==> src/rtl/lanectrl_pause_gen.sv <==
// Initiator for the lane-controller HS_IO_CLK_PAUSE handshake: pause, delay-load strobe, hold, gap.
// Define LANECTRL_PAUSE_MERGE_EN to chain a queued request straight from POST into LOAD.
module lanectrl_pause_gen #(
  parameter int unsigned PRE_CYCLES  = 2,
  parameter int unsigned LOAD_CYCLES = 1,
  parameter int unsigned POST_CYCLES = 3,
  parameter int unsigned GAP_CYCLES  = 2
) (
  input  logic clk_i,
  input  logic reset_i,
  input  logic pause_req_i,
  input  logic ovf_clr_i,
  output logic hs_io_clk_pause_o,
  output logic delay_load_o,
  output logic pause_done_o,
  output logic busy_o,
  output logic pending_o,
  output logic overflow_o
);

  typedef enum logic [2:0] {IDLE, PRE, LOAD, POST, GAP} state_e;

  localparam logic [7:0] PreReload  = 8'(PRE_CYCLES - 1);
  localparam logic [7:0] LoadReload = 8'(LOAD_CYCLES - 1);
  localparam logic [7:0] PostReload = 8'(POST_CYCLES - 1);
  localparam logic [7:0] GapReload  = 8'(GAP_CYCLES - 1);

  state_e     state_q, state_d;
  logic [7:0] cnt_q, cnt_d;
  logic       pending_q, pending_d;
  logic       overflow_q, overflow_d;
  logic       pause_q, load_q, done_q, busy_q;
  logic       done_d, consume, ovf_set, expired;

  always_comb begin
    state_d = state_q;
    cnt_d   = (cnt_q != 8'd0) ? cnt_q - 8'd1 : 8'd0;
    done_d  = 1'b0;
    consume = 1'b0;
    expired = (cnt_q == 8'd0);
    unique case (state_q)
      // A request that landed on the final GAP edge waits here one cycle as pending.
      IDLE: if (pause_req_i || pending_q) begin
        state_d = PRE;
        cnt_d   = PreReload;
        consume = pending_q;
      end
      PRE: if (expired) begin
        state_d = LOAD;
        cnt_d   = LoadReload;
      end
      LOAD: if (expired) begin
        state_d = POST;
        cnt_d   = PostReload;
      end
      POST: if (expired) begin
        done_d = 1'b1;
`ifdef LANECTRL_PAUSE_MERGE_EN
        if (pending_q) begin
          state_d = LOAD;
          cnt_d   = LoadReload;
          consume = 1'b1;
        end else begin
          state_d = GAP;
          cnt_d   = GapReload;
        end
`else
        state_d = GAP;
        cnt_d   = GapReload;
`endif
      end
      GAP: if (expired) begin
        if (pending_q) begin
          state_d = PRE;
          cnt_d   = PreReload;
          consume = 1'b1;
        end else begin
          state_d = IDLE;
          cnt_d   = 8'd0;
        end
      end
      default: begin
        state_d = IDLE;
        cnt_d   = 8'd0;
      end
    endcase
  end

  // A request arriving on the consuming edge refills the slot instead of overflowing.
  always_comb begin
    pending_d = pending_q;
    ovf_set   = 1'b0;
    if (consume) begin
      pending_d = pause_req_i;
    end else if (pause_req_i && (state_q != IDLE)) begin
      if (pending_q) ovf_set = 1'b1;
      else           pending_d = 1'b1;
    end
    overflow_d = ovf_set | (overflow_q & ~ovf_clr_i);
  end

  always_ff @(posedge clk_i) begin
    if (reset_i) begin
      state_q    <= IDLE;
      cnt_q      <= 8'd0;
      pending_q  <= 1'b0;
      overflow_q <= 1'b0;
      pause_q    <= 1'b0;
      load_q     <= 1'b0;
      done_q     <= 1'b0;
      busy_q     <= 1'b0;
    end else begin
      state_q    <= state_d;
      cnt_q      <= cnt_d;
      pending_q  <= pending_d;
      overflow_q <= overflow_d;
      pause_q    <= (state_d == PRE) || (state_d == LOAD) || (state_d == POST);
      load_q     <= (state_d == LOAD);
      done_q     <= done_d;
      busy_q     <= (state_d != IDLE);
    end
  end

  assign hs_io_clk_pause_o = pause_q;
  assign delay_load_o      = load_q;
  assign pause_done_o      = done_q;
  assign busy_o            = busy_q;
  assign pending_o         = pending_q;
  assign overflow_o        = overflow_q;

endmodule

==> config.mk <==
export PLATFORM = sky130hd
export DESIGN_NAME = lanectrl_pause_gen
export DESIGN_NICKNAME = d
export VERILOG_FILES = /design/src/rtl/lanectrl_pause_gen.sv
export SDC_FILE = /design/constraint.sdc
export NUM_CORES = 1
export LEC_CHECK = 0
export ABC_AREA = 1
export CORE_UTILIZATION = 41
export DETAILED_ROUTE_END_ITERATION = 6
export GPL_ROUTABILITY_DRIVEN = 0
export HOLD_SLACK_MARGIN = 0.12
export PLACE_DENSITY = 0.71
export SYNTH_ARGS = -nofsm -noshare
export SYNTH_HDL_FRONTEND = slang
export SYNTH_SLANG_ARGS = --single-unit
export TNS_END_PERCENT = 1
==> constraint.sdc <==
create_clock -name clk_i -period 2.9 [get_ports clk_i]
set_input_delay 0.58 -clock clk_i [delete_from_list [all_inputs] [get_ports clk_i]]
set_output_delay 0.58 -clock clk_i [all_outputs]
set_load 0.01 [all_outputs]
# Word level (Yosys, flattened, before mapping)
# Index checks and enable logic that the tools add are counted.
# totals
register_bits	17
latchBits	0
ramBits	0
rom_bits	0
in_bits	4
output_inout_bits	6
wordCells	55
mem_count	0
# op_classes
addsub	1
mul	0
div_mod_pow	0
magnitude_cmp	0
n_eq_ne	7
shifts	0
mux	24
bitwise	4
n_reduce_logical	11
# ops
operator	n
8-bit 2-to-1 mux	6
8-bit case mux with 5 select lines	1
3-bit 2-to-1 mux	5
3-bit case mux with 5 select lines	1
3-bit by 2-bit equality test with 1-bit output (second input constant)	4
1-bit 2-to-1 mux	10
8-bit zero test	1
8-bit nonzero test	1
8-bit by 1-bit subtractor with 8-bit output (second input constant)	1
3-bit by 1-bit equality test with 1-bit output (second input constant)	2
3-bit nonzero test	2
3-bit equality test (second input constant)	1
3-bit zero test	1
1-bit logical OR	3
1-bit inverter	2
1-bit case mux with 2 select lines	1
2-bit nonzero test	1
2-bit OR reduction	1
1-bit bitwise AND	1
1-bit logical AND	1
1-bit bitwise OR	1

# Longest topological paths before layout
# Gate-level depths: netlist (run 1).
# logic_depth
depth_word	6
mapped_depth	11

# Worst setup path after synthesis (run 1)
# No wires, ideal clock.
# synth_path
path_type	input -> register
start	in reset_i
end	reg cnt_q[5]
setup_time_ns	0.069
arrival_ns	1.252
setup_slack_ns	1.580
stages	4
path_cell_list	clkdlybuf4s18_2 > inv_1 > o2111ai_2 > a21oi_2
# synth_lines
element	line	rtl
from (decl)	10	input logic reset_i,
to (signal assigned)	114	cnt_q <= cnt_d;
to (decl)	29	logic [7:0] cnt_q, cnt_d;

# Worst setup path after layout (run 1)
# layout_path
start	reg pending_q, in the netlist pending_o
end	out pending_o
# layout_lines
element	line	rtl
from (decl)	30	logic pending_q, pending_d;
from (signal assigned)	115	pending_q <= pending_d;
to (decl)	17	output logic pending_o,
# No word-level cell between the ends.

==> results of run 1 <==
-- kinds of logic after synthesis --
logic type      Yosys count  share of synthesized area
fa+ha+maj                 2                     0.0291
xor+xnor                  5                     0.0509
flops                    17                      0.396
buf+inv                  21                      0.100
compound gates           15                      0.114
simple gates             57                      0.310
-- tightest hold or removal path: cells and delay by family (launching register included) --
kind	cells	cell delay, ns
compound gates	1	0.05
flops	1	0.32
simple gates	1	0.06
-- per-layer routing --
metal | vias up | wire [µm] | track usage
met5 | - | 0 | 0
met1 | 326 | 748 | 0.229
met3 | 2 | 48 | 0.0453
li1 | 391 | - | -
met2 | 10 | 673 | 0.224
met4 | 0 | 12 | 0.0500
-- layout make-up --
class                           instances  area [µm²]  area share
Multi-Input combinational cell         79         433       0.433
Sequential cell                        17         340       0.340
Timing Repair Buffer                    9        90.1      0.0901
Inverter                               20        76.3      0.0763
Tap cell                               27        33.8      0.0338
Clock buffer                            4        26.3      0.0263
-- where the power goes --
part / switching, mW / internal (mW) / total, mW
Combinational: 0.419 / 0.275 / 0.694
Clock: 0.0725 / 0.0533 / 0.126
Sequential: 0.0688 / 0.314 / 0.383
-- cells in the mapped netlist --
master                            count
sky130_fd_sc_hd__a21oi_1              6
sky130_fd_sc_hd__a21oi_2              1
sky130_fd_sc_hd__a31o_2               1
sky130_fd_sc_hd__clkdlybuf4s18_2      1
sky130_fd_sc_hd__clkinv_2             1
sky130_fd_sc_hd__dfxtp_1             17
sky130_fd_sc_hd__ha_1                 2
sky130_fd_sc_hd__inv_1               18
sky130_fd_sc_hd__inv_2                1
sky130_fd_sc_hd__nand2_1             23
sky130_fd_sc_hd__nand2_2              2
sky130_fd_sc_hd__nand3_1              6
sky130_fd_sc_hd__nand3_2              1
sky130_fd_sc_hd__nand4_1              2
sky130_fd_sc_hd__nor2_1              17
sky130_fd_sc_hd__nor2_2               3
sky130_fd_sc_hd__nor2_4               2
sky130_fd_sc_hd__nor3_2               1
sky130_fd_sc_hd__o2111ai_2            1
sky130_fd_sc_hd__o211ai_1             1
sky130_fd_sc_hd__o21ai_0              4
sky130_fd_sc_hd__o31ai_1              1
sky130_fd_sc_hd__xnor2_1              1
sky130_fd_sc_hd__xor2_1               4
-- path summary, 6_finish.rpt --
check	endpoint	cells past startpoint
setup / recovery	pending_o	1
hold / removal	overflow_o$_SDFF_PP0_	2
hold reg to reg	overflow_o$_SDFF_PP0_	2
setup reg to reg	busy_o$_SDFF_PP0_	9
-- registers in the layout (all words and copies together) (netlist names) --
signal             count
pause_done_o           1
cnt_q                  8
state_q                3
pending_o              1
busy_o                 1
hs_io_clk_pause_o      1
delay_load_o           1
overflow_o             1
-- stage by stage --
step | instances | area, µm² | hold WS (ns) | util
5_1_grt | 156 | 1000 | 0.517 | 0.510
2_1_floorplan | 117 | 860 | 0.475 | -
4_1_cts | 156 | 1000 | 0.475 | 0.510
3_3_place_gp | 152 | 973 | 0.465 | 0.496
3_5_place_dp | 152 | 973 | 0.460 | 0.496
6_report | 156 | 1000 | 0.472 | 0.510
==> results.txt, run 1 <==
----------------------------------------------------
[Status]
  Outcome ... finished, final reports clean

[Finish]
  Share of cells above drive strength 1 ... 0.132
  Final layout net count ... 136
  Post-synthesis to final-layout area growth ... 16.3%
  Leading cell type in the layout, fill and taps excluded ... sky130_fd_sc_hd__nand2_1
  Filler cell count in the final layout ... 214
  Antenna diodes ... 0
  Commonest cells after routing, fill and taps aside ... sky130_fd_sc_hd__nand2_1 (23), sky130_fd_sc_hd__inv_1 (18), sky130_fd_sc_hd__nor2_1 (17), sky130_fd_sc_hd__dfxtp_1 (17), sky130_fd_sc_hd__clkdlybuf4s50_1 (9)

[Synthesis]
  Share of the yosys chip area belonging to registers ... 0.396
  Post-synth net total ... 123
  Number of warning messages in the yosys log ... 0
  Avg Synthesized Cell Area ... 7.35 µm²
  Cell accounting for the most synthesized area ... sky130_fd_sc_hd__dfxtp_1
  Distinct cell type count after synthesis ... 24
  Synth Register Bits ... 17
  Summed instance area of the synthesized netlist ... 860 µm²
  Area contributors post-synth ... sky130_fd_sc_hd__dfxtp_1 (40%), sky130_fd_sc_hd__nand2_1 (10%), sky130_fd_sc_hd__inv_1 (7.9%), sky130_fd_sc_hd__nor2_1 (7.4%), sky130_fd_sc_hd__xor2_1 (4.1%)
  Instance count of the mapped netlist ... 117
  Portion of synthesized cell area occupied by the leading cell type ... 0.396

[Worst setup path]
  Startpoint type of the worst setup path ... register
  Stage delay of the slowest cell on the critical path ... 0.55 ns
  Origin of the worst setup path ... pending_o$_SDFFE_PP0P_
  Endpoint type of the worst setup path ... primary output
  Setup slack, reg-to-reg ... 1.46 ns
  Startpoint-to-endpoint class of the critical path ... register to primary output
  Cell-by-cell listing of the critical path ... clkdlybuf4s50_1
  Buffering stage count on the worst path with inverters included ... 1
  Crit path max-delay cell type ... sky130_fd_sc_hd__clkdlybuf4s50_1
  Worst path arrival time ... 1.22 ns
  Cell family with the largest share of critical-path delay ... buffers and inverters
  Beginning of the worst register-to-register path ... cnt_q[0]$_SDFF_PP0_
  Highest net fanout along the worst path ... 4
  Endpoint required time on the critical path ... 2.32 ns

[CTS]
  Clock transition at path regs ... 0.11 ns
  Hold buffer count at CTS ... 0
  Buffer cell driving the clock tree root ... sky130_fd_sc_hd__clkbuf_4
  Number of gates resized after CTS ... 0
  Clock buffers created by TritonCTS ... 3
  Latest clock arrival within the worst-skew pair ... 0.29 ns
  Number of buffers between clock root and the deepest sink ... 2
  Post-CTS Repair Setup Buffers ... 0
  Number of levels the H-tree was split into ... 1
  CTS sink count ... 17
  CTS tree ... built

[Placed design]
  Dpl hpwl ... 1150 µm
  Post-Place Worst Slack ... 1.05 ns
  Count of input and output buffers ... 9

[Floorplan]
  Total Die Area ... 2280 µm²
  Horiz. Die Dim ... 47.8 µm
  Top-level port count ... 10
  Effective utilization at floorplan ... 0.438
  Std cell rows ... 16
  Total core area ... 1960 µm²
  Die Span Y ... 47.8 µm

[Detailed routing]
  Avg WL per Cell ... 9.51 µm
  Total Routed Length ... 1480 µm
  DRC Markers ... 0
  Post-DR vias/cell ... 4.67
  Final antenna-violating net count ... 0
  Via Count ... 729
  DRT Pass-1 Iters ... 4
  Initial detailed-routing violation count ... 25

[Timing]
  Clock skew ... 0.0140 ns
  Min Clock Period, post-route ... 1.80 ns
  Post-layout worst setup margin ... 1.10 ns
  Period utilization ... 0.619
  Pins over their slew limit ... 0
  Final total negative setup slack ... 0 ns
  Achievable frequency ... 557 MHz
  Unrepaired setup endpoints after global routing ... no
  Relative slew slack ... 0.748
  Transition time of the tightest slew-check pin ... 0.378 ns
  Number of endpoints failing setup at the final stage ... 0
  Hold Violations, Final ... 0

[Global routing]
  Initial antenna violation count ... 0
  Number of global-route vias before repair ... 598
  Global-route total usage across every layer ... 0.158
  Remaining Overflow, GRT ... 0
  Pin count of the biggest net entering global routing ... 10
  Wire length of the first global-routing pass ... 2500 µm

[Worst hold path]
  Min-Delay Path Class ... register to register
  Origin of the worst min-delay path ... overflow_o$_SDFF_PP0_

[Pwr]
  Leak pwr ... 0.469 nW
  Post-layout power ... 1.20 mW
  Maximum vdd ir drop ... 579 µV
  Power density over cell area ... 1200 nW/µm²

[Job]
  Number of max-cap violations ... 0

----------------------------------------------------
(Power assumes the default switching activity.)
==> run 2: changes to the inputs <==
==> constraint.sdc (replaced) <==
create_clock -name clk_i -period 1.8 [get_ports clk_i]
set_input_delay 0.36 -clock clk_i [delete_from_list [all_inputs] [get_ports clk_i]]
set_output_delay 0.36 -clock clk_i [all_outputs]
set_load 0.01 [all_outputs]
==> run 2 against run 1 <==
Against the previous run: routed wire length increased by 7.6%; combinational power up 64%; sequential power increased by 62%; critical endpoint unchanged; sequential share of layout area is 0.30 points lower; critical path depth stayed put; first-iteration DRC count decreased by 48%; cell area up 0.88%; register-to-register slack got worse by 1.1 ns; core utilization rose by 0.45 points; setup slack worse by 0.86 ns.
==> results.txt, run 2 (synthesized netlist as in run 1, its figures left out) <==
----------------------------------------------------
[Job]
  Number of max-cap violations ... 0

[Timing]
  Clock skew ... 0.00344 ns
  Pins over their slew limit ... 0
  Number of endpoints failing setup at the final stage ... 0
  Worst hold slack across all endpoints ... 0.474 ns
  Min Clock Period, post-route ... 1.56 ns
  Hold Violations, Final ... 0
  Final total negative setup slack ... 0 ns
  Transition time of the tightest slew-check pin ... 0.377 ns
  Post-layout worst setup margin ... 0.244 ns
  Relative slew slack ... 0.749
  Unrepaired setup endpoints after global routing ... no
  Achievable frequency ... 643 MHz
  Period utilization ... 0.864

[Worst setup path]
  Beginning of the worst register-to-register path ... cnt_q[0]$_SDFF_PP0_
  Reg-to-reg endpoint ... busy_o$_SDFF_PP0_
  Setup slack, reg-to-reg ... 0.32 ns
  Stage delay of the slowest cell on the critical path ... 0.54 ns
  Startpoint-to-endpoint class of the critical path ... register to primary output
  Cell-by-cell listing of the critical path ... clkdlybuf4s50_1
  Worst path arrival time ... 1.20 ns
  Highest net fanout along the worst path ... 4
  Endpoint required time on the critical path ... 1.44 ns
  Startpoint type of the worst setup path ... register
  Buffering stage count on the worst path with inverters included ... 1
  Cell family with the largest share of critical-path delay ... buffers and inverters
  Crit path max-delay cell type ... sky130_fd_sc_hd__clkdlybuf4s50_1
  Endpoint type of the worst setup path ... primary output
  Worst Reg2Reg Path Length in Cells ... 9

[CTS]
  Latest clock arrival within the worst-skew pair ... 0.29 ns
  Clock buffers created by TritonCTS ... 3
  CTS tree ... built
  Number of buffers between clock root and the deepest sink ... 2
  CTS sink count ... 17
  Hold buffer count at CTS ... 0
  Number of gates resized after CTS ... 0
  Buffer cell driving the clock tree root ... sky130_fd_sc_hd__clkbuf_4
  Clock transition at path regs ... 0.10 ns
  Post-CTS Repair Setup Buffers ... 0
  Number of levels the H-tree was split into ... 1

[Finish]
  Largest register by flop count ... cnt_q
  Post-synthesis to final-layout area growth ... 17.3%
  Leading cell type in the layout, fill and taps excluded ... sky130_fd_sc_hd__nand2_1
  Final layout net count ... 137
  Util after Layout ... 0.514
  Commonest cells after routing, fill and taps aside ... sky130_fd_sc_hd__nand2_1 (23), sky130_fd_sc_hd__inv_1 (18), sky130_fd_sc_hd__nor2_1 (17), sky130_fd_sc_hd__dfxtp_1 (17), sky130_fd_sc_hd__clkdlybuf4s50_1 (9)
  Registers with the highest flip-flop counts ... cnt_q x8, state_q x3
  Largest register FFs ... 8
  Share of cells above drive strength 1 ... 0.146
  Antenna diodes ... 0

[Global routing]
  Wire length of the first global-routing pass ... 2700 µm
  Remaining Overflow, GRT ... 0
  Global-route total usage across every layer ... 0.172
  Initial antenna violation count ... 0
  Number of global-route vias before repair ... 658
  Pin count of the biggest net entering global routing ... 11

[Floorplan]
  Total core area ... 1960 µm²
  Total Die Area ... 2280 µm²
  Die Span Y ... 47.8 µm
  Effective utilization at floorplan ... 0.438
  Horiz. Die Dim ... 47.8 µm
  Std cell rows ... 16
  Top-level port count ... 10

[Detailed routing]
  DRC Markers ... 0
  Via Count ... 754
  Final antenna-violating net count ... 0
  DRT Pass-1 Iters ... 4
  Total Routed Length ... 1600 µm
  Avg WL per Cell ... 10.2 µm
  Post-DR vias/cell ... 4.80
  Initial detailed-routing violation count ... 13

[Placed design]
  Count of input and output buffers ... 9
  Post-Place Worst Slack ... 0.145 ns
  Dpl hpwl ... 1260 µm

[Pwr]
  Maximum vdd ir drop ... 1170 µV
  Power density over cell area ... 1940 nW/µm²
  Leak pwr ... 0.477 nW

[Worst hold path]
  Hold Path Depth ... 2
  Min-Delay Path Class ... register to register
  Capture endpoint of the worst hold path ... overflow_o$_SDFF_PP0_
  Origin of the worst min-delay path ... overflow_o$_SDFF_PP0_

[Status]
  Outcome ... finished, final reports clean

----------------------------------------------------
==> run 2: changes by cell type in the layout (fill, tap and decap cells not counted) <==
cell | previous run | this run
sky130_fd_sc_hd__buf_4 | 0 | 1
sky130_fd_sc_hd__clkbuf_1 | 1 | 0
sky130_fd_sc_hd__clkinv_2 | 1 | 2
==> run 2: worst max path at each step <==
stage	start	endpoint	slack [ns]	cells after the start
floorplan	cnt_q[0]$_SDFF_PP0_	busy_o$_SDFF_PP0_	0.49	9
global placement	pause_req_i	cnt_q[7]$_SDFF_PP0_	0.19	6
detailed placement	pause_req_i	cnt_q[7]$_SDFF_PP0_	0.15	6
CTS	pending_o$_SDFFE_PP0P_	pending_o	0.23	1
global route	cnt_q[0]$_SDFF_PP0_	busy_o$_SDFF_PP0_	0.15	10
finish	pending_o$_SDFFE_PP0P_	pending_o	0.24	1
==> run 2: layout make-up <==
| cell class | instances | area, µm² |
|---|---|---|
| Clock inverter | 1 | 5.00 |
| Clock buffer | 3 | 22.5 |
| Fill cell | 208 | 953 |
| Multi-Input combinational cell | 79 | 433 |
| Tap cell | 27 | 33.8 |
| Timing Repair Buffer | 10 | 97.6 |
| Inverter | 20 | 76.3 |
| Sequential cell | 17 | 340 |
==> run 2: stage by stage <==
step	total power [mW]	instances	cell area (µm²)
finish	1.96	157	1010
global route	2.18	157	1010
CTS	1.97	157	1010
detailed placement	1.76	153	981
global placement	1.73	153	981
floorplan	1.50	117	860
==> run 2: worst reg2reg max path, delay by kind of cell, from the launching register on <==
kind / cells / cell delay, ns
adder cells (fa/ha/maj): 1 / 0.19
AND/OR/NAND/NOR: 7 / 0.75
flip-flops: 1 / 0.32
buffers and inverters: 1 / 0.12
==> run 2: where the power goes <==
| part | total (mW) | internal (mW) | leakage [nW] | switching (mW) |
|---|---|---|---|---|
| sequential | 0.621 | 0.506 | 0.139 | 0.115 |
| combinational | 1.14 | 0.445 | 0.320 | 0.690 |
| clock | 0.201 | 0.0825 | 0.0177 | 0.119 |
| total | 1.96 | 1.03 | 0.477 | 0.923 |
==> run 2: routing by layer <==
layer | vias to the layer above | global-route usage | wire (µm)
li1 | 393 | - | -
met1 | 347 | 0.228 | 759
met2 | 12 | 0.273 | 784
met3 | 2 | 0.0453 | 45
met4 | 0 | 0.0500 | 6
met5 | - | 0 | 0
==> run 3: changes to the inputs <==
--- a/config.mk
+++ b/config.mk
@@ -7,10 +7,12 @@
 export LEC_CHECK = 0
 export ABC_AREA = 1
 export CORE_UTILIZATION = 41
+export CTS_BUF_LIST = sky130_fd_sc_hd__clkbuf_8 sky130_fd_sc_hd__clkbuf_16
 export DETAILED_ROUTE_END_ITERATION = 6
 export GPL_ROUTABILITY_DRIVEN = 0
 export HOLD_SLACK_MARGIN = 0.12
 export PLACE_DENSITY = 0.71
+export RECOVER_POWER = 50
 export SYNTH_ARGS = -nofsm -noshare
 export SYNTH_HDL_FRONTEND = slang
 export SYNTH_SLANG_ARGS = --single-unit
==> run 3 against run 2 <==
Against the previous run: register-to-register slack lost 0.03 ns; total power grew 2.1%; hold slack lost 0.0041 ns; non-clock buffer count is the same; sequential cell count is the same; critical endpoint is now cnt_q[7]$_SDFF_PP0_.
==> results.txt, run 3 (synthesized netlist as in run 1, its figures left out) <==
----------------------------------------------------
[Status]
  Outcome ... finished, final reports clean

[Timing]
  Pins over their slew limit ... 0
  Period utilization ... 0.849
  Hold Violations, Final ... 0
  Relative slew slack ... 0.603
  Min Clock Period, post-route ... 1.53 ns
  Final total negative setup slack ... 0 ns
  Unrepaired setup endpoints after global routing ... no
  Transition time of the tightest slew-check pin ... 0.594 ns
  Achievable frequency ... 654 MHz
  Clock skew ... 0.000818 ns
  Number of endpoints failing setup at the final stage ... 0

[Global routing]
  Wire length of the first global-routing pass ... 2610 µm
  Pin count of the biggest net entering global routing ... 11
  Remaining Overflow, GRT ... 0
  Number of global-route vias before repair ... 636
  Initial antenna violation count ... 0
  Global-route total usage across every layer ... 0.163

[Floorplan]
  Effective utilization at floorplan ... 0.438
  Top-level port count ... 10
  Die Span Y ... 47.8 µm
  Horiz. Die Dim ... 47.8 µm
  Total Die Area ... 2280 µm²
  Total core area ... 1960 µm²
  Std cell rows ... 16

[Worst setup path]
  Endpoint required time on the critical path ... 1.91 ns
  Cell family with the largest share of critical-path delay ... buffers and inverters
  Worst path arrival time ... 1.64 ns
  Cell-by-cell listing of the critical path ... clkdlybuf4s50_1, inv_1, a21oi_1, nand2_1, o2111ai_1, nor2_1
  Startpoint-to-endpoint class of the critical path ... input port to register
  Crit path max-delay cell type ... sky130_fd_sc_hd__clkdlybuf4s50_1
  Endpoint type of the worst setup path ... register
  Stage delay of the slowest cell on the critical path ... 0.46 ns
  Setup slack, reg-to-reg ... 0.29 ns
  Highest net fanout along the worst path ... 6
  Buffering stage count on the worst path with inverters included ... 2
  Startpoint type of the worst setup path ... input port

[Detailed routing]
  DRT Pass-1 Iters ... 4
  Post-DR vias/cell ... 4.85
  Via Count ... 761
  Initial detailed-routing violation count ... 15
  Final antenna-violating net count ... 0
  DRC Markers ... 0
  Avg WL per Cell ... 10.2 µm
  Total Routed Length ... 1610 µm

[Pwr]
  Power density over cell area ... 1970 nW/µm²
  Leak pwr ... 0.492 nW
  Maximum vdd ir drop ... 939 µV

[Worst hold path]
  Min-Delay Path Class ... register to register

[Placed design]
  Dpl hpwl ... 1260 µm
  Count of input and output buffers ... 9

[CTS]
  CTS sink count ... 17
  Number of gates resized after CTS ... 0
  Buffer cell driving the clock tree root ... sky130_fd_sc_hd__clkbuf_8
  Latest clock arrival within the worst-skew pair ... 0.25 ns
  CTS tree ... built
  Clock transition at path regs ... 0.07 ns
  Number of buffers between clock root and the deepest sink ... 2
  Post-CTS Repair Setup Buffers ... 0
  Hold buffer count at CTS ... 0
  Number of levels the H-tree was split into ... 1
  Clock buffers created by TritonCTS ... 3

[Finish]
  Largest register FFs ... 8
  Post-synthesis to final-layout area growth ... 17.9%
  Largest register by flop count ... cnt_q
  Commonest cells after routing, fill and taps aside ... sky130_fd_sc_hd__nand2_1 (24), sky130_fd_sc_hd__inv_1 (18), sky130_fd_sc_hd__nor2_1 (17), sky130_fd_sc_hd__dfxtp_1 (17), sky130_fd_sc_hd__nand3_1 (7)
  Filler cell count in the final layout ... 204
  Final layout net count ... 137
  Share of cells above drive strength 1 ... 0.123
  Util after Layout ... 0.517
  Registers with the highest flip-flop counts ... cnt_q x8, state_q x3
  Leading cell type in the layout, fill and taps excluded ... sky130_fd_sc_hd__nand2_1
  Antenna diodes ... 0

[Job]
  Number of max-cap violations ... 0

----------------------------------------------------
-- run 3: layout make-up --
class                      count  area, µm²  area share
clock inverter                 1       5.00     0.00494
timing repair buffer          10       97.6      0.0963
inverter                      20       76.3      0.0753
sequential                    17        340       0.336
multi-input combinational     79        419       0.414
tap                           27       33.8      0.0333
clock buffer                   3       41.3      0.0407
-- run 3: metal layers --
layer | share of wire | vias up | track usage
met5 | 0 | - | 0
li1 | - | 393 | -
met1 | 0.48 | 351 | 0.221
met4 | 0.0037 | 0 | 0.0167
met3 | 0.032 | 2 | 0.0453
met2 | 0.48 | 15 | 0.268
-- run 3: tightest hold or removal path, delay by kind of cell, from the launching register on --
kind	cells	cell delay [ns]
AND/OR/NAND/NOR	1	0.06
flip-flops	1	0.31
AO/OA/AOI/OAI	1	0.05
-- run 3: metrics by stage --
step	cell area, µm²	hold slack, ns	std cells	power (mW)	setup slack [ns]
3_5_place_dp	981	0.463	153	1.76	0.145
6_report	1010	0.470	157	2.00	0.271
5_1_grt	1010	0.514	157	2.20	0.104
3_3_place_gp	981	0.454	153	1.73	0.194
4_1_cts	1030	0.474	157	2.05	0.288
2_1_floorplan	860	0.475	117	1.50	0.489
-- run 3: power breakdown --
group | leakage [nW] | switching (mW) | internal [mW]
Combinational | 0.327 | 0.673 | 0.425
Sequential | 0.139 | 0.113 | 0.507
Clock | 0.0255 | 0.127 | 0.153
Total | 0.492 | 0.913 | 1.09
-- run 3: final timing paths --
kind	startpoint	to	cells past startpoint
worst max-delay path	pause_req_i	cnt_q[7]$_SDFF_PP0_	6
worst min-delay path	overflow_o$_SDFF_PP0_	overflow_o$_SDFF_PP0_	2
worst max register to register	cnt_q[0]$_SDFF_PP0_	cnt_q[7]$_SDFF_PP0_	7
worst min register to register	overflow_o$_SDFF_PP0_	overflow_o$_SDFF_PP0_	2
